[src/rtl/spi_master_protocol.sv]
// SPI mode-0 initiator: each host request runs a config word (addr/rnw) then a data word, with SS gaps.
// Optional macro SPI_MASTER_LOOPBACK_EN adds a loopback input that captures the internal mosi instead of miso.
module spi_master_protocol #(
  parameter int SPI_DATA_W = 32,
  parameter int SPI_ADDR_W = 8,
  parameter int CLK_DIV    = 2,
  parameter int GAP_CYC    = 4
) (
  input  logic                  clk,
  input  logic                  rst_n,
  input  logic                  req_valid,
  output logic                  req_ready,
  input  logic                  req_rnw,
  input  logic [SPI_ADDR_W-1:0] req_addr,
  input  logic [SPI_DATA_W-1:0] req_wdata,
  output logic                  rsp_valid,
  output logic [SPI_DATA_W-1:0] rsp_rdata,
  output logic                  busy,
  output logic                  ss,
  output logic                  sclk,
  output logic                  mosi,
  input  logic                  miso
`ifdef SPI_MASTER_LOOPBACK_EN
  ,
  input  logic                  loopback
`endif
);

  localparam int BIT_W = $clog2(SPI_DATA_W + 1);
  localparam int DIV_W = $clog2(CLK_DIV + 1);
  localparam int GAP_W = $clog2(GAP_CYC + 1);
  localparam logic [BIT_W-1:0] BIT_LAST = BIT_W'(SPI_DATA_W - 1);
  localparam logic [DIV_W-1:0] DIV_LAST = DIV_W'(CLK_DIV - 1);
  localparam logic [GAP_W-1:0] GAP_LAST = GAP_W'(GAP_CYC - 1);

  typedef enum logic [2:0] {
    IDLE,
    CFG_SHIFT,
    GAP1,
    DATA_SHIFT,
    GAP2
  } state_e;

  state_e                  state_q, state_d;
  logic                    rnw_q, rnw_d;
  logic [SPI_DATA_W-1:0]   wdata_q, wdata_d;
  logic [SPI_DATA_W-1:0]   shreg_q, shreg_d;
  logic [SPI_DATA_W-1:0]   cap_q, cap_d;
  logic [SPI_DATA_W-1:0]   rsp_rdata_q, rsp_rdata_d;
  logic [BIT_W-1:0]        bit_cnt_q, bit_cnt_d;
  logic [DIV_W-1:0]        div_cnt_q, div_cnt_d;
  logic [GAP_W-1:0]        gap_cnt_q, gap_cnt_d;
  logic                    sclk_q, sclk_d;

  logic                    shifting;
  logic                    accept;
  logic                    lb_en;
  logic                    cap_bit;
  logic [SPI_DATA_W-1:0]   cfg_word;
  logic [SPI_DATA_W-1:0]   data_word;
  logic [SPI_DATA_W-1:0]   rsp_word;

`ifdef SPI_MASTER_LOOPBACK_EN
  assign lb_en = loopback;
`else
  assign lb_en = 1'b0;
`endif

  // Pads are decoded from state so an async reset returns them to idle levels immediately.
  assign shifting  = (state_q == CFG_SHIFT) || (state_q == DATA_SHIFT);
  assign ss        = ~shifting;
  assign sclk      = sclk_q;
  assign mosi      = shifting & shreg_q[SPI_DATA_W-1];
  assign busy      = (state_q != IDLE);
  assign req_ready = (state_q == IDLE);
  assign accept    = req_valid & req_ready;
  assign cap_bit   = lb_en ? mosi : miso;

  assign rsp_valid = (state_q == GAP2) && (gap_cnt_q == GAP_LAST);
  assign rsp_word  = rnw_q ? cap_q : '0;
  assign rsp_rdata = rsp_valid ? rsp_word : rsp_rdata_q;

  // Reads shift zeros in the data word, except loopback diagnostics which echo wdata.
  assign data_word = (rnw_q && !lb_en) ? '0 : wdata_q;

  always_comb begin
    cfg_word                 = '0;
    cfg_word[SPI_ADDR_W-1:0] = req_addr;
    cfg_word[SPI_ADDR_W]     = req_rnw;
  end

  always_comb begin
    state_d     = state_q;
    rnw_d       = rnw_q;
    wdata_d     = wdata_q;
    shreg_d     = shreg_q;
    cap_d       = cap_q;
    rsp_rdata_d = rsp_rdata_q;
    bit_cnt_d   = bit_cnt_q;
    div_cnt_d   = div_cnt_q;
    gap_cnt_d   = gap_cnt_q;
    sclk_d      = sclk_q;

    case (state_q)
      IDLE: begin
        if (accept) begin
          rnw_d     = req_rnw;
          wdata_d   = req_wdata;
          shreg_d   = cfg_word;
          bit_cnt_d = '0;
          div_cnt_d = '0;
          sclk_d    = 1'b0;
          state_d   = CFG_SHIFT;
        end
      end

      CFG_SHIFT, DATA_SHIFT: begin
        if (div_cnt_q == DIV_LAST) begin
          div_cnt_d = '0;
          sclk_d    = ~sclk_q;
          if (!sclk_q) begin
            // Rising sclk: this edge is the slave's output sample point.
            if (state_q == DATA_SHIFT) begin
              cap_d = {cap_q[SPI_DATA_W-2:0], cap_bit};
            end
          end else if (bit_cnt_q == BIT_LAST) begin
            sclk_d    = 1'b0;
            gap_cnt_d = '0;
            state_d   = (state_q == CFG_SHIFT) ? GAP1 : GAP2;
          end else begin
            bit_cnt_d = bit_cnt_q + 1'b1;
            shreg_d   = shreg_q << 1;
          end
        end else begin
          div_cnt_d = div_cnt_q + 1'b1;
        end
      end

      GAP1: begin
        if (gap_cnt_q == GAP_LAST) begin
          shreg_d   = data_word;
          cap_d     = '0;
          bit_cnt_d = '0;
          div_cnt_d = '0;
          sclk_d    = 1'b0;
          state_d   = DATA_SHIFT;
        end else begin
          gap_cnt_d = gap_cnt_q + 1'b1;
        end
      end

      GAP2: begin
        if (gap_cnt_q == GAP_LAST) begin
          rsp_rdata_d = rsp_word;
          state_d     = IDLE;
        end else begin
          gap_cnt_d = gap_cnt_q + 1'b1;
        end
      end

      default: state_d = IDLE;
    endcase
  end

  always_ff @(posedge clk or negedge rst_n) begin
    if (!rst_n) begin
      state_q     <= IDLE;
      rnw_q       <= 1'b0;
      wdata_q     <= '0;
      shreg_q     <= '0;
      cap_q       <= '0;
      rsp_rdata_q <= '0;
      bit_cnt_q   <= '0;
      div_cnt_q   <= '0;
      gap_cnt_q   <= '0;
      sclk_q      <= 1'b0;
    end else begin
      state_q     <= state_d;
      rnw_q       <= rnw_d;
      wdata_q     <= wdata_d;
      shreg_q     <= shreg_d;
      cap_q       <= cap_d;
      rsp_rdata_q <= rsp_rdata_d;
      bit_cnt_q   <= bit_cnt_d;
      div_cnt_q   <= div_cnt_d;
      gap_cnt_q   <= gap_cnt_d;
      sclk_q      <= sclk_d;
    end
  end

endmodule

[config.mk]
export PLATFORM = sky130hd
export DESIGN_NAME = spi_master_protocol
export DESIGN_NICKNAME = d
export VERILOG_FILES = /design/src/rtl/spi_master_protocol.sv
export SDC_FILE = /design/constraint.sdc
export NUM_CORES = 1
export LEC_CHECK = 0
export CAP_MARGIN = 20
export CORE_ASPECT_RATIO = 1.75
export CORE_MARGIN = 2
export CORE_UTILIZATION = 55
export DETAILED_ROUTE_END_ITERATION = 8
export PLACE_DENSITY = 0.8
export SYNTH_ARGS = -nofsm -noshare
export SYNTH_HDL_FRONTEND = slang
export SYNTH_SLANG_ARGS = --single-unit
[constraint.sdc]
create_clock -name clk -period 2.25 [get_ports clk]
set_clock_uncertainty 0.15 [all_clocks]
set_input_delay 0.45 -clock clk [delete_from_list [all_inputs] [get_ports clk]]
set_output_delay 0.45 -clock clk [all_outputs]
set_load 0.1 [all_outputs]
# ---- Word-level counts from Yosys, hierarchy flattened
# Cells that the tools add are included.
dict set report op_classes {
  addsub 3
  eq_ne 17
  muxes 43
  bitwise 4
  reduce_logical 17
}
# op n
set op_table {}
lappend op_table {{two-way mux 32 bit} 12}
lappend op_table {{case mux 32 bit (3 select lines)} 1}
lappend op_table {{case mux 32 bit (2 select lines)} 1}
lappend op_table {{two-way mux 3 bit} 11}
lappend op_table {{two-way mux 6 bit} 5}
lappend op_table {{case mux 6 bit (3 select lines)} 1}
lappend op_table {{!= test 2 bit, second input constant} 8}
lappend op_table {{case mux 3 bit (4 select lines)} 1}
lappend op_table {{AND reduction 6 bit} 2}
lappend op_table {{AND reduction 5 bit} 2}
lappend op_table {{equality test 3 x 2 -> 1 bit, second input constant} 3}
lappend op_table {{adder 6 x 1 -> 6 bit, second input constant} 1}
lappend op_table {{equality test 6 x 5 -> 1 bit, second input constant} 1}
lappend op_table {{two-way mux 2 bit} 3}
lappend op_table {{case mux 2 bit (3 select lines)} 1}
lappend op_table {{case mux 3 bit (2 select lines)} 1}
lappend op_table {{nonzero test 3 bit} 2}
lappend op_table {{two-way mux 1 bit} 5}
lappend op_table {{!= test 2 x 1 -> 1 bit, second input constant} 2}
lappend op_table {{AND reduction 2 bit} 2}
lappend op_table {{AND reduction 4 bit} 1}
lappend op_table {{nonzero test 2 bit} 2}
lappend op_table {{OR reduction 2 bit} 2}
lappend op_table {{adder 3 x 1 -> 3 bit, second input constant} 1}
lappend op_table {{11 further kinds} 13}
dict set report totals {
  ff_bits 144
  inputBits 45
  elab_cells 94
}

# ---- Longest topological paths before layout
# Gate-level depths: netlist of the first run.
dict set report logic_depth {
  ltp_word 6
  mapped_depth 8
  mapped_depth_nobuf 6
}

# ---- Worst setup path before layout of the first run
# Ideal clock, no wire load.
dict set report synth_timing {
  path_kind {register -> output}
  start {register gap_cnt_q[0]}
  end {output rsp_rdata[24]}
  t_arrival_ns 3.290
  required_ns 1.650
  setup_slack_ns -1.640
  path_stages_with_launch 7
  path_buffers 2
  cell_sequence {dfrtp_1 -> ha_1 -> ha_1 -> nand3_1 -> clkbuf_1 -> clkbuf_1 -> o21ai_0}
}
dict set report synth_between {
  elab_chain_cells 3
}
# item line_no
set synth_rtl {}
lappend synth_rtl {{start: declaration} 52} ;# logic [GAP_W-1:0] gap_cnt_q, gap_cnt_d;
lappend synth_rtl {{start signal: assignment} 186} ;# gap_cnt_q <= gap_cnt_d;
lappend synth_rtl {{equality test 3 x 2 -> 1 bit} 79} ;# assign rsp_valid = (state_q == GAP2) && (gap_cnt_q == GAP_LAST);
lappend synth_rtl {{logical AND 1 bit} 79}
lappend synth_rtl {{two-way mux 32 bit} 81} ;# assign rsp_rdata = rsp_valid ? rsp_word : rsp_rdata_q;
lappend synth_rtl {{end: declaration} 17} ;# output logic [SPI_DATA_W-1:0] rsp_rdata,
# No other way between the ends.

# ---- Final worst setup path of the first run
dict set report layout_timing {
  start {register gap_cnt_q[1]}
  end {output rsp_rdata[30]}
}
# The elaborated chain is that of the path after synthesis.

==> impl_results.md, run 1 <==
* Startpoint Class: flop
* CORE AREA at around 11,000 um2
* Synth cell types at 39
* Vias at 4,578
* Die Wd at 83.3 um
* Post-layout nets at 658
* Most common cell after layout, fill and taps aside: dfrtp_1
* Cells after DPL at 684
* Synth Area per Inst at 12.5 um2
* Total wire length at 16.7 mm
* Commonest non-fill, non-tap cells in the layout: 143 x dfrtp_1, 58 x a22o_1, 50 x mux2_2, 50 x buf_12, 43 x clkdlybuf4s50_1
* Crit path max fanout at 7
* Gr usage total at 27.5%
* Routed Antenna Nets at 0
* Leakage at roughly 4.2 nW
* Hold Vio Cnt, Final at 0
* Main synth FF type: dfrtp_1
* Initial Util at 56.6%
* Die area at 11,900 um2
* Syn nets at 534
* Number of port buffers at 82
* Layout area overhead at 51.4%
* DRC viols at 0
* Seq/Total Area, Yosys at 59.5%
* Pwr per Cell Area at 587 nW/um2
* Clk slew on worst S/H paths at 0.06 ns
* Highest clock rate at 376 MHz
* Congestion Overflow GR at 0
* Critical-path cell list: ha_4 > ha_4 > nand3_4 > buf_6 > buf_6 > buf_12 > nand2_2 > o21ai_4 > buf_12
* Highest metal used: met4
* Setup CP Type: reg2out
* Max_cap viols at 0
* Cell row count at 50
* Critical path's top delay family: buffers and inverters
* Min cycle time layout at between 2 and 3 ns
* Metal3 WL at 840 um
* WL met1 at 6.09 mm
* Num CTS Buffers at 17
* RSZ-0062 raised after global routing: true
* H-Tree Depth at 4
* Dpl hpwl at a little under 9 mm
* Synth Register Bits at 144
* Rel. slew slack at 55.3%
* Critical-path top delay cell: dfrtp_1
* Max-slew violation count at 0
* Initial antenna violation count at 0
* IR drop worst, VDD at approximately 0.58 mV
* Max stage delay on crit path at 0.41 ns
* Mapped Cells at about 500
* Min Hold Slack at 0.348 ns
* Final non-filler cell total at between 700 and 800
* WL per Instance at around 22 um
* Syn. warnings at 0
* Worst-Skew Late Latency at 0.42 ns
* Pre-CTS WS at 0.0156 ns
* Layout cells sized above 1 at 42.3%
* Asr flop ratio synth at between 90% and 100%
* CTS Sinks at 144
* I/O pins at 83
* Arrival time worst endpoint at about 2 ns
* Slew @ Worst Pin at 0.665 ns
* CTS max path bufs at 2
* Design area at about 9200 um2
* Outcome: complete, but fails checks
* Clk root buf: clkbuf_16
* Hold Path Class: reg2reg
* Critical Path RT at approximately 1.7 ns
* First DRT Iteration DRCs at slightly above 300
* # setup viols final at 33
* Die Ht at ~140 um
* Failing checks: setup timing
* GP Congestion at approximately 0.76
* Drt first pass iters at 5
* Final worst slack at -0.412 ns
* Mapped Area at 6050 um2
* Tcrit/Tclk final at 118%
* Buf/Inv on CP at 4
* Setup crit end kind: output port
* Placed Area at slightly below 8000 um2
* First-pass GRT wire length at 25.4 mm
* CTS tree: done
* Post-synth EDFFs at 0
* Routed wl met2 at 9.23 mm
* Vias in the first global route at 4,947
* N_diodes at 0
* Largest net degree at the start of global routing at 59
* Vias/cell at 6.09
==> metrics by stage <==
step	utilization, %	total power [mW]	TNS [ns]
floorplan	-	2.64	-1.18
global placement	73.9	2.78	0
detailed placement	73.9	2.78	0
CTS	83.5	5.36	-11.35
global route	85.6	5.53	-13.37
finish	85.6	5.38	-11.16
==> worst reg2reg max path, delay by kind of cell, from the launching register on <==
family / cells / cell delay, ns
flops: 1 / 0.41
simple gates: 1 / 0.19
mux: 1 / 0.39
buf+inv: 3 / 0.55
compound gates: 2 / 0.31
==> synthesized netlist by cell type, types with 5 or more instances <==
| cell type | n | area (um2) |
|---|---|---|
| dfrtp_1 | 144 | 3600 |
| nand2_1 | 69 | 259 |
| a22o_1 | 58 | 508 |
| mux2_2 | 50 | 563 |
| o21ai_0 | 37 | 185 |
| clkbuf_1 | 20 | 75.1 |
| inv_1 | 17 | 63.8 |
| mux2i_1 | 10 | 100 |
| a222oi_1 | 8 | 80.1 |
| nor2_1 | 7 | 26.3 |
| a21oi_1 | 6 | 30.0 |
| mux2_4 | 6 | 90.1 |
| buf_2 | 5 | 25.0 |
| buf_6 | 5 | 56.3 |
==> final cells by class <==
class	instances	area [um2]
Inverter	17	77.6
Tap cell	130	163
Clock inverter	13	116
Timing Repair Buffer	141	2010
Sequential cell	144	3600
Fill cell	463	1540
Multi-Input combinational cell	289	2760
Clock buffer	18	429
==> flip-flops by register name (all words and copies together), names as in the netlist <==
name	count
sclk	1
bit_cnt_q	6
state_q	3
rsp_rdata_q	32
rnw_q	1
shreg_q	32
gap_cnt_q	3
wdata_q	32
div_cnt_q	2
cap_q	32
==> logic make-up (layout without fill, tap and decap cells) <==
group	Yosys count	count (layout)	share of synthesized area [%]
buffers and inverters	53	189	4.53
muxes	69	69	13.0
DFF	144	144	59.5
and+or+nand+nor	95	95	7.15
adders and majority gates	3	3	0.620
xor gates and xnor gates	1	1	0.145
AOI/OAI and AO/OA	121	121	15.0
==> metal layers <==
metal	vias up	global-route usage, %
met2	188	49.3
met1	2348	30.6
met3	47	6.42
met4	0	13.0
met5	-	0
li1	1995	-
==> worst paths after layout <==
path / startpoint / to / slack (ns) / depth (start not counted)
setup / recovery: gap_cnt_q[1]$_DFFE_PN0P_ / rsp_rdata[30] / -0.41 / 9
hold / removal: bit_cnt_q[5]$_DFFE_PN0P_ / bit_cnt_q[5]$_DFFE_PN0P_ / 0.35 / 1
setup reg to reg: state_q[0]$_DFFE_PN0P_ / shreg_q[0]$_DFFE_PN0P_ / 0.14 / 7
hold reg to reg: bit_cnt_q[5]$_DFFE_PN0P_ / bit_cnt_q[5]$_DFFE_PN0P_ / 0.35 / 1
max in group asynchronous: rst_n / rsp_rdata_q[11]$_DFFE_PN0P_ / 0.86 / 3
min in group asynchronous: rst_n / rsp_rdata_q[9]$_DFFE_PN0P_ / 0.43 / 2
==> power breakdown <==
part / switching [mW] / leakage [nW] / internal (mW)
clock network: 1.13 / 0.251 / 1.51
registers: 0 / 1.98 / 2.59
logic: 0.0650 / 1.97 / 0.0762
total: 1.20 / 4.20 / 4.18
==> what timing repair did <==
action | in CTS | in global routing
pin swaps | 12 | 12
setup endpoints to repair | 35 | 35
cloned | 6 | 2
endpoints found under the hold margin | 55 | 0
hold buffers | 1 | 0
buffers inserted | 20 | 10
gates resized for setup | 46 | 30
(Power assumes the default switching activity.)
==> run 2, diff against run 1 <==
--- a/config.mk
+++ b/config.mk
@@ -6,7 +6,7 @@
 export NUM_CORES = 1
 export LEC_CHECK = 0
 export CAP_MARGIN = 20
-export CORE_ASPECT_RATIO = 1.75
+export CORE_ASPECT_RATIO = 1.25
 export CORE_MARGIN = 2
 export CORE_UTILIZATION = 55
 export DETAILED_ROUTE_END_ITERATION = 8
==> impl_results.md, run 2 (synthesis results as in run 1) <==
* Cells after DPL at 692 (+1.2%)
* Crit path max fanout at 5 (-2)
* Worst-Skew Late Latency at 0.42 ns (about the same)
* Arrival time worst endpoint at 2.00 ns (-0.06 ns)
* Initial antenna violation count at 0 (unchanged)
* Drt first pass iters at 8 (+3)
* Sw Share at 20.7% (-1.5 points)
* Num CTS Buffers at 17 (unchanged)
* Pwr per Cell Area at 628 nW/um2 (+7.1%)
* # setup viols final at 43 (+30%)
* Largest net degree at the start of global routing at 66 (+12%)
* Reg-to-Reg Start: gap_cnt_q[0]$_DFFE_PN0P_
* Int Power at 4.56 mW (+9.1%)
* Layout area overhead at 51.2% (about the same)
* CTS tree: done
* Hold Path Class: reg2reg
* Hold Vio Cnt, Final at 0 (unchanged)
* Max_cap viols at 0 (unchanged)
* Post-layout nets at 668 (+1.5%)
* Layout cells sized above 1 at 40.4% (-1.8 points)
* Die area at 11,900 um2 (-0.23%)
* Vias at 4,588 (+0.22%)
* Total wire length at 15.7 mm (-5.9%)
* Min Hold Slack at 0.350 ns (+0.00186 ns)
* GP Congestion at 0.760 (-0.64%)
* Congestion Overflow GR at 0 (unchanged)
* Gr usage total at 26.6% (-0.83 points)
* Vias in the first global route at 4,858 (-1.8%)
* WL per Instance at 20.5 um (-7.5%)
* Highest clock rate at 384 MHz (+2.3%)
* Clock power frac at 52.5% (+3.3 points)
* Die Wd at 97.8 um (+17%)
* CTS Sinks at 144 (unchanged)
* DRC viols at 0 (unchanged)
* Clk slew on worst S/H paths at 0.06 ns (about the same)
* R2r endpoint: shreg_q[12]$_DFFE_PN0P_
* Crit path from: gap_cnt_q[0]$_DFFE_PN0P_
* Number of port buffers at 82 (unchanged)
* R2r worst-path depth at 8 (+1)
* Commonest non-fill, non-tap cells in the layout: 144 x dfrtp_1, 58 x a22o_1, 54 x nand2_1, 50 x mux2_2, 45 x buf_12
* Critical Path RT at 1.65 ns (about the same)
* IR drop worst, VDD at 0.568 mV (-2.0%)
* Clk root buf: clkbuf_16
* Slew @ Worst Pin at 0.662 ns (-0.00336 ns)
* Dpl hpwl at 8.50 mm (-2.0%)
* Gate power share at 2.5% (about the same)
* Cell row count at 42 (-16%)
* Routed Antenna Nets at 0 (unchanged)
* Startpoint Class: flop
* Reg-to-reg slack, setup at -0.09 ns (-0.23 ns)
* Failing checks: setup timing
* Setup crit end kind: output port
* Vias/cell at 6.00 (-1.5%)
* Leakage at 4.23 nW (+0.67%)
* First DRT Iteration DRCs at 291 (-5.2%)
* Critical path destination: rsp_rdata[29]
* H-Tree Depth at 4 (unchanged)
* Psw at 1.19 mW (-0.42%)
* Setup CP Type: reg2out
* Initial Util at 56.7% (+0.16 points)
* CTS max path bufs at 2 (unchanged)
* CORE AREA at 10,700 um2 (-0.28%)
* N_diodes at 0 (unchanged)
* Min cycle time layout at 2.60 ns (-0.0608 ns)
* Max-slew violation count at 0 (unchanged)
* Rel. slew slack at 55.5% (+0.23 points)
* First-pass GRT wire length at 24.8 mm (-2.3%)
* RSZ-0062 raised after global routing: true
* Die Ht at 121 um (-15%)
* Final non-filler cell total at 765 (+1.7%)
* Tcrit/Tclk final at 116% (-2.7 points)
* Most common cell after layout, fill and taps aside: dfrtp_1
* Outcome: complete, but fails checks
* Final worst slack at -0.351 ns (+0.0608 ns)
* Flop pwr share at 45.0% (-3.2 points)
* I/O pins at 83 (unchanged)
[run 2: cell types whose count changed in the layout (fill, tap and decap cells not counted), moves of 3 or more]
cell        before  now
nand2_1         36   54
nand2_4         15    4
buf_4           31   40
buf_6            5   13
nand2_2         17   10
buf_12          50   45
bufinv_16        1    4
clkinvlp_4       9    6
[run 2: worst min path at each step]
stage | from | to | slack (ns) | cells after the start
after floorplan | rst_n | bit_cnt_q[0]$_DFFE_PN0P_ | 0.004 | 0
after global placement | bit_cnt_q[5]$_DFFE_PN0P_ | bit_cnt_q[5]$_DFFE_PN0P_ | 0.31 | 1
after detailed placement | rst_n | rsp_rdata_q[25]$_DFFE_PN0P_ | 0.32 | 1
after CTS | shreg_q[12]$_DFFE_PN0P_ | shreg_q[12]$_DFFE_PN0P_ | 0.34 | 1
after global routing | shreg_q[12]$_DFFE_PN0P_ | shreg_q[12]$_DFFE_PN0P_ | 0.36 | 1
final | shreg_q[12]$_DFFE_PN0P_ | shreg_q[12]$_DFFE_PN0P_ | 0.35 | 1
[run 2: cell type report]
class                   count  area (um2)
multi-input cells         289        2670
clock inverters            12         183
inverters                  17        77.6
fillers                   484        1520
well taps                 132         165
repair buffers            151        2010
flip-flops and latches    144        3600
clock buffers              20         447
[run 2: per-layer routing]
layer  routed length, um  global-route usage, %  part of all wire (%)  vias to the layer above
li1                    -                      -                     -                     2010
met1                6100                   32.2                    39                     2371
met2                8380                   46.1                    53                      169
met3                 765                   6.11                   4.9                       38
met4                 439                   10.7                   2.8                        0
met5                   0                      0                     0                        -
[run 2: through the flow]
stage          TNS, ns  util, %  area (um2)  setup WS (ns)  power, mW
2_1_floorplan    -1.18        -        6550        -0.0586       2.64
3_3_place_gp         0     74.3        7930         0.0714       2.78
3_5_place_dp   -0.0370     74.3        7930        -0.0247       2.78
4_1_cts         -10.13     83.7        8920         -0.347       5.76
5_1_grt         -13.39     85.8        9150         -0.418       5.90
6_report        -10.76     85.8        9150         -0.351       5.75
[run 2: power by group through the flow]
| stage | clock, mW | combinational (mW) | sequential, mW |
|---|---|---|---|
| floorplan | 0 | 0.00130 | 2.64 |
| global placement | 0 | 0.139 | 2.64 |
| detailed placement | 0 | 0.142 | 2.64 |
| CTS | 3.03 | 0.146 | 2.59 |
| global route | 3.15 | 0.160 | 2.59 |
| finish | 3.02 | 0.143 | 2.59 |
[run 2: worst max-delay path: stages (launching register included)]
cell       delay (ns)
dfrtp_1          0.39
ha_2             0.20
ha_4             0.16
nand3_4          0.06
buf_6            0.11
buf_8            0.14
clkbuf_16        0.17
nand2_4          0.05
o21ai_4          0.07
buf_12           0.20
[run 2: repair_timing]
item	4_1_cts	5_1_grt
setup endpoints to repair	35	35
hold endpoints to repair	60	0
buffers inserted	19	15
resized for setup	28	18
cloned	5	2
hold buffers	1	0
pin swaps	15	13
